### config.mk
export PLATFORM = sky130hd
export DESIGN_NAME = reflet_uart_boot_loader
export DESIGN_NICKNAME = d
export VERILOG_FILES = /design/src/rtl/reflet_uart_boot_loader_pkg.sv /design/src/rtl/reflet_uart_boot_loader_rx_core.sv /design/src/rtl/reflet_uart_boot_loader.sv
export SDC_FILE = /design/constraint.sdc
export NUM_CORES = 1
export LEC_CHECK = 0
export BUFFER_PORTS_ARGS = -buffer_cell sky130_fd_sc_hd__buf_2
export CELL_PAD_IN_SITES_DETAIL_PLACEMENT = 1
export CELL_PAD_IN_SITES_GLOBAL_PLACEMENT = 2
export CORE_ASPECT_RATIO = 0.5
export CORE_MARGIN = 8
export CORE_UTILIZATION = 37
export CTS_CLUSTER_DIAMETER = 200
export DETAILED_ROUTE_END_ITERATION = 8
export PLACE_DENSITY = 0.87
export SLEW_MARGIN = 20
export SYNTH_ARGS = -nofsm -noshare
export SYNTH_HDL_FRONTEND = slang
export SYNTH_SLANG_ARGS = --single-unit
### constraint.sdc
create_clock -name clk -period 3.1 [get_ports clk]
set_clock_uncertainty 0.2 [all_clocks]
set_input_delay 0 -clock clk [delete_from_list [all_inputs] [get_ports clk]]
set_output_delay 0 -clock clk [all_outputs]
set_load 0.01 [all_outputs]
### src/rtl/reflet_uart_boot_loader_pkg.sv
// Shared constants for the UART boot loader: sync byte and state encodings
// for both the loader FSM and the reusable RX core.
package reflet_uart_boot_loader_pkg;

  localparam logic [7:0] SYNC_BYTE = 8'h5A;

  localparam logic [2:0] WAIT_SYNC = 3'd0;
  localparam logic [2:0] GET_LEN   = 3'd1;
  localparam logic [2:0] GET_DATA  = 3'd2;
  localparam logic [2:0] GET_SUM   = 3'd3;
  localparam logic [2:0] DONE      = 3'd4;
  localparam logic [2:0] FAIL      = 3'd5;

  localparam logic [1:0] RX_IDLE  = 2'd0;
  localparam logic [1:0] RX_START = 2'd1;
  localparam logic [1:0] RX_DATA  = 2'd2;
  localparam logic [1:0] RX_STOP  = 2'd3;

endpackage

### src/rtl/reflet_uart_boot_loader_rx_core.sv
// 8N1 UART receiver: two-flop synchroniser, bit-centre sampling, one-cycle
// byte_valid / frame_err strobes. Shared with the UART peripheral.
module reflet_uart_rx_core
  import reflet_uart_boot_loader_pkg::*;
#(
  parameter int clk_freq  = 1000000,
  parameter int baud_rate = 100000
) (
  input  logic       clk,
  input  logic       reset,
  input  logic       rx,
  output logic [7:0] rx_byte,
  output logic       byte_valid,
  output logic       frame_err
);

  localparam int BIT_PERIOD = clk_freq / baud_rate;
  localparam int HALF       = BIT_PERIOD / 2;
  localparam int CNT_W      = $clog2(BIT_PERIOD);

  logic             rx_meta;
  logic             rx_sync;
  logic             rx_prev;
  logic [1:0]       state;
  logic [CNT_W-1:0] cnt;
  logic [2:0]       bit_idx;
  logic [7:0]       shift;

  // A short low glitch is rejected by re-checking the start bit at half period.
  always_ff @(posedge clk) begin
    if (reset) begin
      rx_meta    <= 1'b1;
      rx_sync    <= 1'b1;
      rx_prev    <= 1'b1;
      state      <= RX_IDLE;
      cnt        <= '0;
      bit_idx    <= 3'd0;
      shift      <= 8'h00;
      rx_byte    <= 8'h00;
      byte_valid <= 1'b0;
      frame_err  <= 1'b0;
    end else begin
      rx_meta    <= rx;
      rx_sync    <= rx_meta;
      rx_prev    <= rx_sync;
      byte_valid <= 1'b0;
      frame_err  <= 1'b0;
      case (state)
        RX_IDLE: begin
          if (rx_prev && !rx_sync) begin
            state <= RX_START;
            cnt   <= '0;
          end
        end
        RX_START: begin
          if (cnt == CNT_W'(HALF - 1)) begin
            cnt     <= '0;
            bit_idx <= 3'd0;
            state   <= rx_sync ? RX_IDLE : RX_DATA;
          end else begin
            cnt <= cnt + 1'b1;
          end
        end
        RX_DATA: begin
          if (cnt == CNT_W'(BIT_PERIOD - 1)) begin
            cnt     <= '0;
            shift   <= {rx_sync, shift[7:1]};
            bit_idx <= bit_idx + 3'd1;
            if (bit_idx == 3'd7) state <= RX_STOP;
          end else begin
            cnt <= cnt + 1'b1;
          end
        end
        RX_STOP: begin
          if (cnt == CNT_W'(BIT_PERIOD - 1)) begin
            cnt   <= '0;
            state <= RX_IDLE;
            if (rx_sync) begin
              rx_byte    <= shift;
              byte_valid <= 1'b1;
            end else begin
              frame_err <= 1'b1;
            end
          end else begin
            cnt <= cnt + 1'b1;
          end
        end
        default: state <= RX_IDLE;
      endcase
    end
  end

endmodule

### src/rtl/reflet_uart_boot_loader.sv
// Serial boot loader: holds the CPU in reset, loads a framed image
// (sync, length, data, checksum) into instruction RAM, then releases it.
module reflet_uart_boot_loader
  import reflet_uart_boot_loader_pkg::*;
#(
  parameter int clk_freq  = 1000000,
  parameter int baud_rate = 100000,
  parameter int addr_size = 7,
  parameter int load_size = 128
) (
  input  logic                 clk,
  input  logic                 reset,
  input  logic                 rx,
  input  logic                 boot_req,
  output logic [addr_size-1:0] mem_addr,
  output logic [7:0]           mem_data,
  output logic                 mem_write_en,
  output logic                 cpu_hold,
  output logic                 done,
  output logic                 error
);

  logic [7:0]           rx_byte;
  logic                 byte_valid;
  logic                 frame_err;
  logic [2:0]           state;
  logic [7:0]           count;
  logic [addr_size-1:0] addr;
  logic [7:0]           checksum;
  logic [7:0]           sum_next;

  reflet_uart_rx_core #(
    .clk_freq (clk_freq),
    .baud_rate(baud_rate)
  ) u_rx (
    .clk       (clk),
    .reset     (reset),
    .rx        (rx),
    .rx_byte   (rx_byte),
    .byte_valid(byte_valid),
    .frame_err (frame_err)
  );

  always_comb begin
    sum_next = checksum + rx_byte;
  end

  // boot_req overrides any byte arriving in the same cycle.
  always_ff @(posedge clk) begin
    if (reset) begin
      state        <= WAIT_SYNC;
      cpu_hold     <= 1'b1;
      done         <= 1'b0;
      error        <= 1'b0;
      mem_write_en <= 1'b0;
      mem_addr     <= '0;
      mem_data     <= 8'h00;
      count        <= 8'h00;
      addr         <= '0;
      checksum     <= 8'h00;
    end else begin
      mem_write_en <= 1'b0;
      if (boot_req) begin
        state    <= WAIT_SYNC;
        cpu_hold <= 1'b1;
        done     <= 1'b0;
        error    <= 1'b0;
      end else begin
        case (state)
          WAIT_SYNC: begin
            if (byte_valid && rx_byte == SYNC_BYTE) begin
              state    <= GET_LEN;
              error    <= 1'b0;
              checksum <= 8'h00;
            end
          end
          GET_LEN: begin
            if (frame_err) begin
              state <= FAIL;
              error <= 1'b1;
            end else if (byte_valid) begin
              if (rx_byte == 8'h00 || rx_byte > 8'(load_size)) begin
                state <= FAIL;
                error <= 1'b1;
              end else begin
                count <= rx_byte;
                addr  <= '0;
                state <= GET_DATA;
              end
            end
          end
          GET_DATA: begin
            if (frame_err) begin
              state <= FAIL;
              error <= 1'b1;
            end else if (byte_valid) begin
              mem_data     <= rx_byte;
              mem_addr     <= addr;
              mem_write_en <= 1'b1;
              checksum     <= sum_next;
              addr         <= addr + 1'b1;
              count        <= count - 8'd1;
              if (count == 8'd1) state <= GET_SUM;
            end
          end
          GET_SUM: begin
            if (frame_err) begin
              state <= FAIL;
              error <= 1'b1;
            end else if (byte_valid) begin
              if (sum_next == 8'h00) begin
                state    <= DONE;
                done     <= 1'b1;
                cpu_hold <= 1'b0;
              end else begin
                state <= FAIL;
                error <= 1'b1;
              end
            end
          end
          DONE: begin
            done     <= 1'b1;
            cpu_hold <= 1'b0;
          end
          FAIL: begin
            state <= WAIT_SYNC;
          end
          default: state <= WAIT_SYNC;
        endcase
      end
    end
  end

endmodule

Yosys cells after proc, flatten, opt, wreduce, memory -nomap -nowiden. Cells that the tools add are included.

Flip-flop bits (word level): 75. Output and inout port bits: 19. Logic and storage cells: 153.

Add/sub/neg operators: 5. Order comparisons: 1. Equal/unequal tests: 33. Mux-type cells: 61. Bitwise logic cells: 6. Reductions and logical operators: 27.

Operator list (count): 2-to-1 mux 8 bit (8); 2-to-1 mux 7 bit (5); 2-to-1 mux 3 bit (11); one-hot mux 8 bit (2 select lines) (2); 2-to-1 mux 1 bit (18); inequality test 2 x 1 -> 1 bit, second input constant (9); logical NOT 8 bit (2); one-hot mux 3 bit (5 select lines) (1); one-hot mux 7 bit (2 select lines) (1); AND reduction 7 bit (2); 2-to-1 mux 2 bit (6); 2-to-1 mux 4 bit (3); inequality test 2 bit, second input constant (6); one-hot mux 4 bit (3 select lines) (1); AND reduction 5 bit (2); inequality test 3 x 1 -> 1 bit, second input constant (3); inequality test 3 x 2 -> 1 bit, second input constant (3); adder 8 bit (1); equality test 8 x 1 -> 1 bit, second input constant (1); equality test 8 x 7 -> 1 bit, second input constant (1); greater-than comparator 8 bit, second input constant (1); one-hot mux 2 bit (4 select lines) (1); AND reduction 4 bit (2); nonzero test 2 bit (4); 27 further kinds (39).

Depth between registers and ports, before layout. Gate-level depths: netlist of the first run.

Word-level depth: 6. Mapped depth: 8. Gate-level depth less buffers: 8.

Modules after synthesis. From an unflattened synthesis of the first run, not the netlist that was laid out.

Cell total of the unflattened synthesis: 417. Area, all modules: 3739.8 um^2.

By module, submodules not included: reflet_uart_boot_loader (instances 1, cells an instance 293, area each 2504.9 um^2, sequential area each 900.9 um^2); reflet_uart_rx_core (instances 1, cells an instance 124, area each 1234.9 um^2, sequential area each 600.6 um^2).

Worst setup path before layout of the first run. Ideal clock, no wire load.

Path type: flip-flop to flip-flop. From: register u_rx.rx_byte[0]. To: register error. Setup time: 72 ps. Arrival time: 2235 ps. Required time: 2828 ps. Setup slack: 593 ps. Stages on the path, launching flop included: 9. Path buffers: 0. Clock period less this slack: 2507 ps. Cells stage by stage: dfxtp_1 -> ha_1 -> fa_1 -> a211oi_1 -> or4_1 -> nand3_1 -> or2_2 -> o31ai_1 -> mux2i_1.

Word-level cells in the longest chain between the ends: 4. Elaborated cells between the ends (all ways): 11.

Ends and longest elaborated chain: from (decl) (RTL line reflet_uart_boot_loader_rx_core.sv:12) `output logic [7:0] rx_byte,`; from (signal assigned) (RTL line reflet_uart_boot_loader_rx_core.sv:79) `rx_byte <= shift;`; adder 8 bit (tied with other cells) (RTL line reflet_uart_boot_loader.sv:45) `sum_next = checksum + rx_byte;`; logical NOT 8 bit (tied with other cells) (RTL line reflet_uart_boot_loader.sv:111) `if (sum_next == 8'h00) begin`; inequality test 3 x 2 -> 1 bit (no source line) or inequality test 2 bit (tied branches); AND reduction 7 bit (no source line) *; to (signal assigned) (RTL line reflet_uart_boot_loader.sv:54) `error <= 1'b0;`; to (signal assigned) (RTL line reflet_uart_boot_loader.sv:109) `error <= 1'b1;`; to (signal assigned) (RTL line reflet_uart_boot_loader.sv:117) `error <= 1'b1;`; to (decl) (RTL line reflet_uart_boot_loader.sv:20) `output logic error`.

Every way passes the cells marked *; elsewhere a longest branch is shown, timed or not. A chain may end at the register's enable or synchronous reset.

Worst setup path after layout of the first run. Ends and elaborated chain as after synthesis.

==> results of run 1 <==
-- through the flow --
stage	setup WS (ns)	cell area [um^2]	util, %	total power [mW]	hold slack (ns)
2_1_floorplan	0.593	3730	-	1.04	-0.0962
3_3_place_gp	0.407	4000	40.0	1.07	-0.0161
3_5_place_dp	0.326	4000	40.0	1.07	-0.0137
4_1_cts	0.289	4320	43.2	2.14	0.0589
5_1_grt	0.174	4320	43.2	2.19	0.111
6_report	0.285	4320	43.2	2.12	0.0538
-- cell type report --
cell class                      count  area [um^2]
Fill cell                        1205         5670
Clock inverter                      5         61.3
Multi-Input combinational cell    332         2080
Tap cell                          140          175
Timing Repair Buffer               34          205
Sequential cell                    75         1500
Clock buffer                       11          243
Inverter                           13         48.8
-- logic make-up after synthesis --
kind of cell,share of synthesized area (%)
simple gates,24.0
compound gates,16.0
flops,40.3
buf+inv,3.90
mux,6.72
fa+ha+maj,7.25
xor+xnor,1.88
-- worst min-delay path by stage --
| stage | slack [ns] | start | endpoint | depth (start not counted) |
|---|---|---|---|---|
| final | 0.05 | reset | mem_data[4] | 2 |
| after global routing | 0.11 | reset | checksum[7] | 2 |
| after CTS | 0.06 | reset | mem_data[4] | 2 |
| after detailed placement | -0.01 | rx | u_rx.rx_meta | 2 |
| after global placement | -0.02 | rx | u_rx.rx_meta | 2 |
| after floorplan | -0.1 | rx | u_rx.rx_meta | 1 |
-- cell usage after synthesis, types with 2 or more instances --
cell                        n  area share, %
sky130_fd_sc_hd__a21oi_1   34            4.6
sky130_fd_sc_hd__xnor2_1    2           0.47
sky130_fd_sc_hd__nor4_1     3           0.50
sky130_fd_sc_hd__o211ai_1   3           0.60
sky130_fd_sc_hd__clkbuf_1  12            1.2
sky130_fd_sc_hd__or3_1      3           0.50
sky130_fd_sc_hd__nor3_1     6           0.81
sky130_fd_sc_hd__mux2i_1   25            6.7
sky130_fd_sc_hd__and2_1     6            1.0
sky130_fd_sc_hd__nand3b_1   5            1.0
sky130_fd_sc_hd__nand2_1   46            4.6
sky130_fd_sc_hd__and3_1     2           0.34
sky130_fd_sc_hd__buf_2      8            1.1
sky130_fd_sc_hd__inv_1     13            1.3
sky130_fd_sc_hd__xor2_1     6            1.4
sky130_fd_sc_hd__o31ai_1    2           0.40
sky130_fd_sc_hd__dfxtp_1   75             40
sky130_fd_sc_hd__nand2b_1   4           0.67
sky130_fd_sc_hd__a32oi_1    6            1.4
sky130_fd_sc_hd__nand4_1    8            1.3
sky130_fd_sc_hd__or2_2      7            1.2
sky130_fd_sc_hd__a211oi_1   4           0.81
sky130_fd_sc_hd__nor2b_1    3           0.50
sky130_fd_sc_hd__a31oi_1    2           0.34
sky130_fd_sc_hd__or4_1      5            1.0
sky130_fd_sc_hd__o22ai_1    4           0.67
sky130_fd_sc_hd__o21ai_0   21            2.8
sky130_fd_sc_hd__a21o_1     3           0.60
sky130_fd_sc_hd__o21a_1     3           0.60
sky130_fd_sc_hd__nor2_1    63            6.3
sky130_fd_sc_hd__a221oi_1   4           0.94
sky130_fd_sc_hd__nand3_1   11            1.5
sky130_fd_sc_hd__nor3b_1    6            1.2
sky130_fd_sc_hd__ha_1      20            6.7
-- flip-flops by register name (all words and copies together), names as in the netlist, 3 cells and up, named ones only --
signal and flops:
addr 7, checksum 8, count 8, mem_addr 7, mem_data 8, state 3, u_rx.bit_idx 3, u_rx.cnt 4
u_rx.rx_byte 8, u_rx.shift 8
-- metal layers --
metal	wire, um	vias up	part of all wire [%]
met1	5620	1574	53
met4	88	0	0.82
met2	4150	80	39
met3	816	6	7.6
met5	0	-	0
li1	-	1619	-
-- what timing repair did --
item / in CTS / in global routing
hold buffers: 2 / 0
endpoints found under the hold margin: 7 / 0
gates resized for setup: 0 / 0
-- power breakdown --
group | internal, mW | switching (mW) | total, mW
Sequential | 0.968 | 0.00519 | 0.973
Clock | 0.648 | 0.422 | 1.07
Combinational | 0.0246 | 0.0533 | 0.0780
==> results.md, run 1 <==
- The run finished with clean final reports.
- The slack of the worst reg-to-reg path is 0.28 ns.
- The initial cell density of the core is 37.3%.
- For this design, the slowest cell found on the critical path is sky130_fd_sc_hd__fa_1.
- The wire-length estimate of the detail-placed layout is 8070 um.
- The ratio of cells with drive above 1 in the final layout is 12.6%.
- The largest single stage delay on the critical path is 0.42 ns.
- The aggregate global routing overflow is 0.
- The top cell types in the final layout, fill and taps aside, are sky130_fd_sc_hd__dfxtp_1 (75), sky130_fd_sc_hd__nor2_1 (63), sky130_fd_sc_hd__nand2_1 (46).
- 0 antenna diodes ended up in the layout.
- The top achievable clock speed is 355 MHz.
- The post-route minimum period is 2.82 ns.
- The total global routing track utilization is 16.5%.
- The final routed DRC violation total is 0.
- CTS saw 75 sinks.
- The power density over the cells is 491 nW/um^2.
- STA puts the critical path data required time at 3.17 ns.
- Measured along the y axis, the die boundary spans 87.0 um.
- The total count of max-transition violations in the final report was 0.
- The count of nets left with antenna violations once routing finished came out at 0.
- The last weighted congestion value of the routability-driven placer is 0.863.
- The category of the critical setup timing path is reg2reg.
- Compared with the post-synthesis result, the final layout area differs by 15.9%.
- Buffers placed on the I/O ports in this run total 22.
- The first global-routing pass estimated 17,500 um of wire.
- The total stage count of the critical path is 8.
- The area of the die is 13,700 um^2.
- In the final routed layout, each cell accounts on average for 17.5 um.
- The number of H-tree levels is 3.
- The kind of capture point of the worst setup path is a register.
- In this run, CTS created clock tree buffers numbering 9.
- The CTS clock-pin slew for the worst setup and hold paths is 0.06 ns.
- Global routing consumed, on the met3 layer, 5.94% of the routing resources.
- Global routing consumed, on the met2 layer, 23.0% of the routing resources.
- Pin placement for this block handled 23 I/O pins.
- The count of different cell masters after synthesis is 50.
- The total core area is 9990 um^2.
- The fraction of synthesis flops using an asynchronous set or reset pin is 0%.
- The part of the cycle the worst path needs is 90.8%.
- At the end of the flow, the number of nets in the layout was 490.
- The number of placed instances, taps included, is 592.
- Among cell families on the critical path, the largest total delay comes from compound AO/OA/AOI/OAI gates.
- The buffer count from post-CTS setup fixing is 0.
- The horizontal die dimension is 158 um.
- After floorplanning, the core was divided into 26 placement rows.
- The class of the most critical hold timing path is in2reg.
- The maximum net fanout on the critical path is 5.
- Setup repair after global routing left no endpoint under its margin.
- Walking the worst path, the cells encountered are ha_1 > fa_1 > a211oi_1 > or4_1 > nand3_1 > or2_2 > o31ai_1 > mux2i_1.
- For this block, the initial DRC count from the detailed router was 207.
- In this run the cell area of the synthesized design comes to 3730 um^2.
- The number of cells on the worst reg-to-reg path is 8.
- For this run, global-route usage on met1 was measured as 22.7%.
- The later pin in the worst-skew pair is clocked with a latency of 0.34 ns.
- The number of antenna violations at the first check in global routing is 0.
- CTS placed an instance of sky130_fd_sc_hd__clkbuf_16 at the clock tree root.
- The endpoint of the worst-slack reg-to-reg timing path is error.
- The number of nets produced by synthesis is 466.
- The mean post-synth cell area is 8.45 um^2.
- TritonCTS built the clock tree.
- The number of violations of the max-capacitance limit is 0.
- The count of endpoints failing hold in the final timing report is 0.
- The launch point of the worst reg-to-reg path is u_rx.rx_byte[0].
- The startpoint type of the worst setup path is a register.
- The first TritonRoute pass finished after 4 iterations.
- The normalized max-slew margin is 41.2%.
- The number of global-route vias before repair is 3,291.
- The maximum ir drop on the vdd rail is 0.000282 V.
- The total detailed-routing wirelength is 10,700 um.
- The actual slew at the worst max-slew pin is 0.883 ns.
- The pin count of the biggest net entering global routing is 47.
- Excluding fillers, the count of instances in the completed layout stands at 610.
- The count of flip-flops with a built-in enable after synthesis is 0.
- The library cell used most frequently in the layout, excluding fill and tap cells, is sky130_fd_sc_hd__dfxtp_1.
- The number of synthesis warnings is 0.
- For this run, the leading register cell type out of synthesis is sky130_fd_sc_hd__dfxtp_1.
- The worst setup path startpoint is u_rx.rx_byte[0].
- The analysis attributes to cell leakage a power of 1.80 nW.
- Data on the critical path arrives at its endpoint at 2.88 ns.
- In the routed layout, each cell is associated on average with a via count of 5.38.
- The total negative slack for setup checks is 0 ns.
- The critical path endpoint is error.
- Synthesis inferred 75 register bits.
- The worst-case clock buffer depth is 2.
- Detailed routing inserted a total of 3,279 vias.
- Counting both buffers and inverters, the worst setup path holds a total of 0.
- met2 is the most crowded layer.
- After synthesis, flip-flops and latches occupy 40.3% of the total area.
- The total setup violations reported at the end of the flow is 0.
- The instance count of the mapped netlist is 441.
Power figures use the tool's default switching activity.
==> run 2, diff against run 1 <==
- BUFFER_PORTS_ARGS: -buffer_cell sky130_fd_sc_hd__buf_2 -> default
- CORE_UTILIZATION: 37 -> 39
- DONT_BUFFER_PORTS: default -> 1
==> run 2 against run 1 <==
Via count down 4.4%. Total power down 2.3%. Non-clock buffer count down 20. Sequential power about the same. Die area down 4.4%. Flip-flop and latch count unchanged. Critical path depth down 1. Routed wire length down 9.3%. Setup slack worse by 0.037 ns. Clock power down 4%.
==> results.md, run 2 (synthesized netlist as in run 1, its figures left out) <==
- At the later pin of the worst-skew pair, clock insertion delay measures 0.34 ns.
- For this design the ratio of total power to cell area is 493 nW/um^2.
- Counting both buffers and inverters, the worst setup path holds a total of 0.
- The repair_antennas step left the layout with diodes totalling 0.
- In this run the worst path has a maximum fanout of 7.
- The detailed-placement wirelength estimate is 6770 um.
- The number of DRC violations after detailed-routing iteration 0 is 131.
- Before antenna repair, the detailed router went through 4 iterations.
- The number of global-route vias before repair was 3,248.
- The total global routing track utilization is 15.5%.
- Setup repair after global routing left no endpoint under its margin.
- The maximum single-stage delay on the critical path is 0.51 ns.
- The standard-cell row count is 25.
- Summed over all cells, the static leakage comes to 1.71 nW.
- The vias after detailed routing is 3,136.
- The total cell area at the placement stage is 3850 um^2.
- The first global-routing pass estimated 16,600 um of wire.
- In the final layout, the share of cells above drive strength 1 is 7.81%.
- The vertical extent of the die is 85.1 um.
- From left edge to right edge, the die measures 154 um.
- The congestion estimate from routability-driven global placement came to 0.786.
- The worst hold path belongs to the class in2reg.
- The library cell used most frequently in the layout, excluding fill and tap cells, is sky130_fd_sc_hd__dfxtp_1.
- The most common cell type on the critical path is sky130_fd_sc_hd__or2_2.
- The wire length per cell is 17.0 um.
- The number of nets still failing antenna checks after routing is 0.
- The area used by sequential logic in the layout is 1500 um^2.
- The critical path is of the reg2reg type.
- The total power draw is 2.07 mW.
- The area of the die is 13,100 um^2.
- The number of H-tree levels is 3.
- In the layout the commonest cells are sky130_fd_sc_hd__dfxtp_1 (75), sky130_fd_sc_hd__nor2_1 (63), sky130_fd_sc_hd__nand2_1 (46).
- The count of nets after finishing is 470.
- The number of antenna violations at the first check in global routing was 0.
- The critical path goes through ha_1 > a211oi_1 > or2_2 > o311ai_0 > or2_2 > o31ai_1 > mux2i_1.
- The worst hold margin is 0.0376 ns.
- The total negative slack for setup checks is 0 ns.
- The post-synthesis to final-layout area growth is 12.8%.
- For the pin with the worst max-slew slack, the measured transition is 0.691 ns.
- The total count of max-transition violations in the final report is 0.
- The total core area is 9350 um^2.
- The part of the cycle the worst path needs is 92.0%.
- In this run the tool buffered the top-level ports with 0 buffer cells.
- The tree is rooted in a sky130_fd_sc_hd__clkbuf_16.
- Static timing analysis puts the maximum clock frequency at 351 MHz.
- The count of endpoints failing hold in the final timing report is 0.
- The slowest stage of the critical path is the sky130_fd_sc_hd__dfxtp_1 cell.
- TritonCTS built the clock tree.
- The number of clock sinks is 75.
- The vias per cell is 5.51.
- STA classifies the critical path endpoint as a register.
- Across the VDD grid, the largest voltage drop is 0.000250 V.
- Data on the critical path is required at its endpoint by 3.16 ns.
- After layout, the minimum clock period comes to 2.85 ns.
- The number of filler instances in the final layout is 1,110.
- The CTS clock-pin slew for the worst setup and hold paths is 0.06 ns.
- The data arrival time of the worst path is 2.92 ns.
- The flow ran to the end, and the final reports show no timing, DRC or antenna violations.
- Headroom to the max-slew limit came out at 53.3%.
- The worst-case clock buffer depth is 2.
- The aggregate global routing overflow is 0.
- The worst setup path is launched from a register.
- The pin count of the biggest net entering global routing is 65.
- The multi-input logic area is 2080 um^2.
- 23 I/O pins were placed.
- After routing the design area is 4200 um^2.
- Setup violations remaining at the end of the flow were counted as 0.
- The initial utilization of the core area, before any placement, comes to 39.8%.
- The total detailed-routing wirelength is 9680 um.
- Across the run, the number of max-cap violations was 0.
- Clock tree synthesis inserted a total of 9 buffers.
- The final routed DRC violation total is 0.
- The cell family contributing the most delay on the critical path is compound AO/OA/AOI/OAI gates.
-- run 2: cell types whose count changed in the layout (fill, tap and decap cells not counted), sizes merged --
cell / change
dlygate4sd3: +2
clkinv: +2
clkbuf: -1
clkinvlp: -3
buf: -22
-- run 2: stage by stage --
| stage | cells | util (%) | setup slack (ns) |
|---|---|---|---|
| 6_report | 569 | 44.9 | 0.248 |
| 5_1_grt | 569 | 44.9 | 0.0986 |
| 4_1_cts | 569 | 44.9 | 0.256 |
| 2_1_floorplan | 441 | - | 0.593 |
| 3_3_place_gp | 550 | 41.2 | 0.356 |
| 3_5_place_dp | 550 | 41.2 | 0.272 |
-- run 2: worst reg2reg max path, delay by kind of cell, from the launching register on --
kind,cells,cell delay (ns)
fa+ha+maj,1,0.30
flops,1,0.51
simple gates,2,0.58
mux,1,0.22
compound gates,3,0.97
-- run 2: cell type report --
cell class,instances,share of cell area [%]
Sequential cell,75,35.7
Multi-Input combinational cell,332,49.6
Clock buffer,10,5.45
Clock inverter,4,1.25
Tap cell,121,3.60
Timing Repair Buffer,14,3.22
Inverter,13,1.16
-- run 2: final timing paths --
path / start / to / slack, ns / depth (start not counted)
worst max-delay path: u_rx.rx_byte[1] / error / 0.25 / 7
worst min-delay path: boot_req / addr[5] / 0.04 / 6
worst max register to register: u_rx.rx_byte[1] / error / 0.25 / 7
worst min register to register: u_rx.rx_meta / u_rx.rx_sync / 0.21 / 1
-- run 2: repair_timing --
action | in CTS | in global routing
resized for setup | 0 | 0
buffers inserted | 0 | 0
hold endpoints to repair | 75 | 0
hold buffers | 5 | 0
-- run 2: report_power, final --
group | total (mW) | internal [mW] | switching [mW]
Sequential | 0.973 | 0.968 | 0.00480
Clock | 1.03 | 0.617 | 0.409
Combinational | 0.0736 | 0.0256 | 0.0480
-- run 2: routing by layer --
metal  wire (um)  GRT usage [%]  up-vias
li1            -              -     1573
met1        5090           20.0     1513
met5           0              0        -
met3         290           3.90       17
met4         212           6.53        0
met2        4090           24.2       33
==> run 3, diff against run 2 <==
- CORE_ASPECT_RATIO: 0.5 -> default
==> run 3 against run 2 <==
Worst hold slack gained 0.051 ns. Critical path type unchanged. Routed wire length shrank 1.8%. Global-route usage decreased by 0.13 points. Clock power down 23%. Critical path depth rose by 1. Flip-flop and latch count did not move. Sequential power about the same.
==> results.md, run 3 (synthesized netlist as in run 1, its figures left out) <==
- The run finished with clean final reports.
- The tightest min-delay check is of the in2reg type.
- The share of total power dissipated in the clock network is 43.0%.
- The number of filler instances in the final layout is 1,121.
- The total core area is 9240 um^2.
- The area of the die is 12,900 um^2.
- The category of the critical setup timing path is reg2reg.
- The total count of max-transition violations in the final report came to 0.
- The highest metal layer with signal wires is met4.
- The kind of cell with the highest combined delay along the critical path is buffers and inverters.
- In this run the remaining antenna-violating nets after routing total 0.
- Leaving out fill and tap cells, the most frequent cells in the layout are sky130_fd_sc_hd__dfxtp_1 (75), sky130_fd_sc_hd__nor2_1 (63), sky130_fd_sc_hd__nand2_1 (46).
- The part of the cycle the worst path needs is 93.1%.
- The routed length on met1 is 4390 um.
- The aggregate global routing overflow is 0.
- Clock tree synthesis found a total of 75 sinks.
- The standard-cell row count is 35.
- The buffer count from post-CTS setup fixing is 0.
- Setup repair after global routing left no endpoint under its margin.
- After routing the design area is 4130 um^2.
- The largest single stage delay on the critical path is 0.59 ns.
- Across every metal layer, demand over resource in global routing totals 15.4%.
- The CTS buffer count is 9.
- The total iterations of the first detailed-routing run is 4.
- The vias per cell is 5.47.
- The sequential cells in the finished layout cover a total of 1500 um^2.
- The clock insertion delay at the later pin of the skew report is 0.36 ns.
- The total setup violations reported at the end of the flow is 0.
- Registers are responsible for 52.9% of the overall power.
- The wire length of the first global-routing pass is 16,000 um.
- The boundary pin count is 23.
- The CTS tree is yes.
- The H-tree was split into 3 levels.
- Hold is met by 0.0888 ns.
- The pin count of the biggest net entering global routing is 65.
- The detailed-routed wire length on met3 is 286 um.
- The total detailed-routing wirelength is 9500 um.
- In this run the deepest clock path goes through 2 buffers.
- In the final layout, the share of cells above drive strength 1 is 8.44%.
- The number of DRC violations after detailed-routing iteration 0 is 89.
- The last weighted congestion value of the routability-driven placer is 0.881.
- The slowest library cell on the worst path is sky130_fd_sc_hd__or4_1.
- The count of endpoints failing hold in the final timing report is 0.
- The data arrival time of the worst path is 2.93 ns.
- The post-synthesis to final-layout area growth is 10.9%.
- The count of nets after finishing is 470.
- The total negative slack for setup checks is 0 ns.
- The critical path contains buffers and inverters numbering 2 combined.
- In this run the tool buffered the top-level ports with 0 buffer cells.
- The power share of the combinational group is 4.0%.
- The critical path goes through or4_1 > o21a_1 > o21ai_1 > buf_4 > nand2_1 > o21ai_0 > a21oi_1 > dlygate4sd3_1.
- The horizontal die dimension is 114 um.
- The power density over the cells is 444 nW/um^2.
- The final routed DRC violation total is 0.
- In the final layout, the multi-input gates occupy 2090 um^2.
- The top achievable clock speed is 347 MHz.
- In the final routed layout, each cell accounts on average for 16.4 um.
- Once the floorplan was initialized, standard cells occupied 40.3% of the core.
- The analysis attributes to cell leakage a power of 1.67 nW.
- The cell at the root of the clock tree is sky130_fd_sc_hd__clkbuf_8.
- In this run the power spent charging and discharging nets is 0.445 mW.
- The required time reported for the critical path endpoint is 3.15 ns.
- The total cell area at the placement stage is 3860 um^2.
- 0 antenna diodes ended up in the layout.
- The internal portion of the total power is 1.39 mW.
- The worst pin sits at a relative slew slack of 53.7%.
- Leaving out fill and tap cells, the most frequent cell in the layout is sky130_fd_sc_hd__dfxtp_1.
- STA classifies the critical path endpoint as a register.
- The vias after detailed routing is 3,168.
- The number of violations of the max-capacitance limit is 0.
- Net switching is 24.3% of the power.
- Detailed routing placed a total of 4720 um of wire on met2.
- Clock-pin slew was measured on the worst setup and hold paths at 0.09 ns.
- After legalization and detailed placement, the total HPWL measured 6720 um.
- The routed design could run at a clock period as short as 2.89 ns.
- The startpoint type of the worst setup path is a register.
- The number of global-route vias before repair is 3,240.
- The number of antenna violations at the first check in global routing was 0.
- The maximum net fanout on the critical path is 7.
- The maximum ir drop on the vdd rail is 0.000196 V.
- The vertical extent of the die is 114 um.
- The actual slew at the worst max-slew pin is 0.685 ns.
[run 3: cell types whose count changed in the layout (fill, tap and decap cells not counted), sizes merged]
cell,previous run,this run
clkinvlp,0,1
clkbuf,10,11
[run 3: power by group through the flow]
stage	registers [mW]	logic, mW	clock network, mW
finish	0.971	0.0739	0.790
detailed placement	0.994	0.0539	0
global route	0.973	0.0828	0.863
global placement	0.994	0.0514	0
CTS	0.972	0.0753	0.814
floorplan	0.993	0.0518	0
[run 3: metal layers]
metal	up-vias	global-route usage [%]
li1	1574	-
met1	1552	18.6
met5	-	0
met3	7	3.49
met4	0	5.42
met2	35	26.0
[run 3: final cells by class]
type	instances	area share [%]
inverters	13	1.18
multi-input cells	332	50.5
repair buffers	14	3.27
clock inverters	5	1.45
flip-flops and latches	75	36.3
clock buffers	11	3.42
well taps	129	3.90
[run 3: worst paths after layout]
| kind | startpoint | depth (start not counted) | to | slack (ns) |
|---|---|---|---|---|
| max reg2reg | u_rx.rx_byte[1] | 8 | count[2] | 0.21 |
| max | u_rx.rx_byte[1] | 8 | count[2] | 0.21 |
| min | rx | 2 | u_rx.rx_meta | 0.09 |
| min reg2reg | u_rx.rx_meta | 1 | u_rx.rx_sync | 0.21 |
[run 3: worst register-to-register path, stage by stage (launching register included)]
cell and delay [ns]:
sky130_fd_sc_hd__dfxtp_1 0.41, sky130_fd_sc_hd__or4_1 0.59, sky130_fd_sc_hd__o21a_1 0.22, sky130_fd_sc_hd__o21ai_1 0.19
sky130_fd_sc_hd__buf_4 0.17, sky130_fd_sc_hd__nand2_1 0.15, sky130_fd_sc_hd__o21ai_0 0.20, sky130_fd_sc_hd__a21oi_1 0.09
sky130_fd_sc_hd__dlygate4sd3_1 0.57
[run 3: per-stage QoR]
stage / utilization, % / cells / total power, mW / worst slack, ns
finish: 44.7 / 579 / 1.84 / 0.215
global route: 44.7 / 579 / 1.92 / 0.0828
CTS: 44.7 / 579 / 1.86 / 0.167
detailed placement: 41.8 / 558 / 1.05 / 0.326
global placement: 41.8 / 558 / 1.05 / 0.433
floorplan: - / 441 / 1.04 / 0.593
[run 3: what timing repair did]
action / 4_1_cts / 5_1_grt
gates resized for setup: 0 / 1
endpoints found under the setup margin: 0 / 1
hold buffers: 5 / 0
hold endpoints to repair: 75 / 0
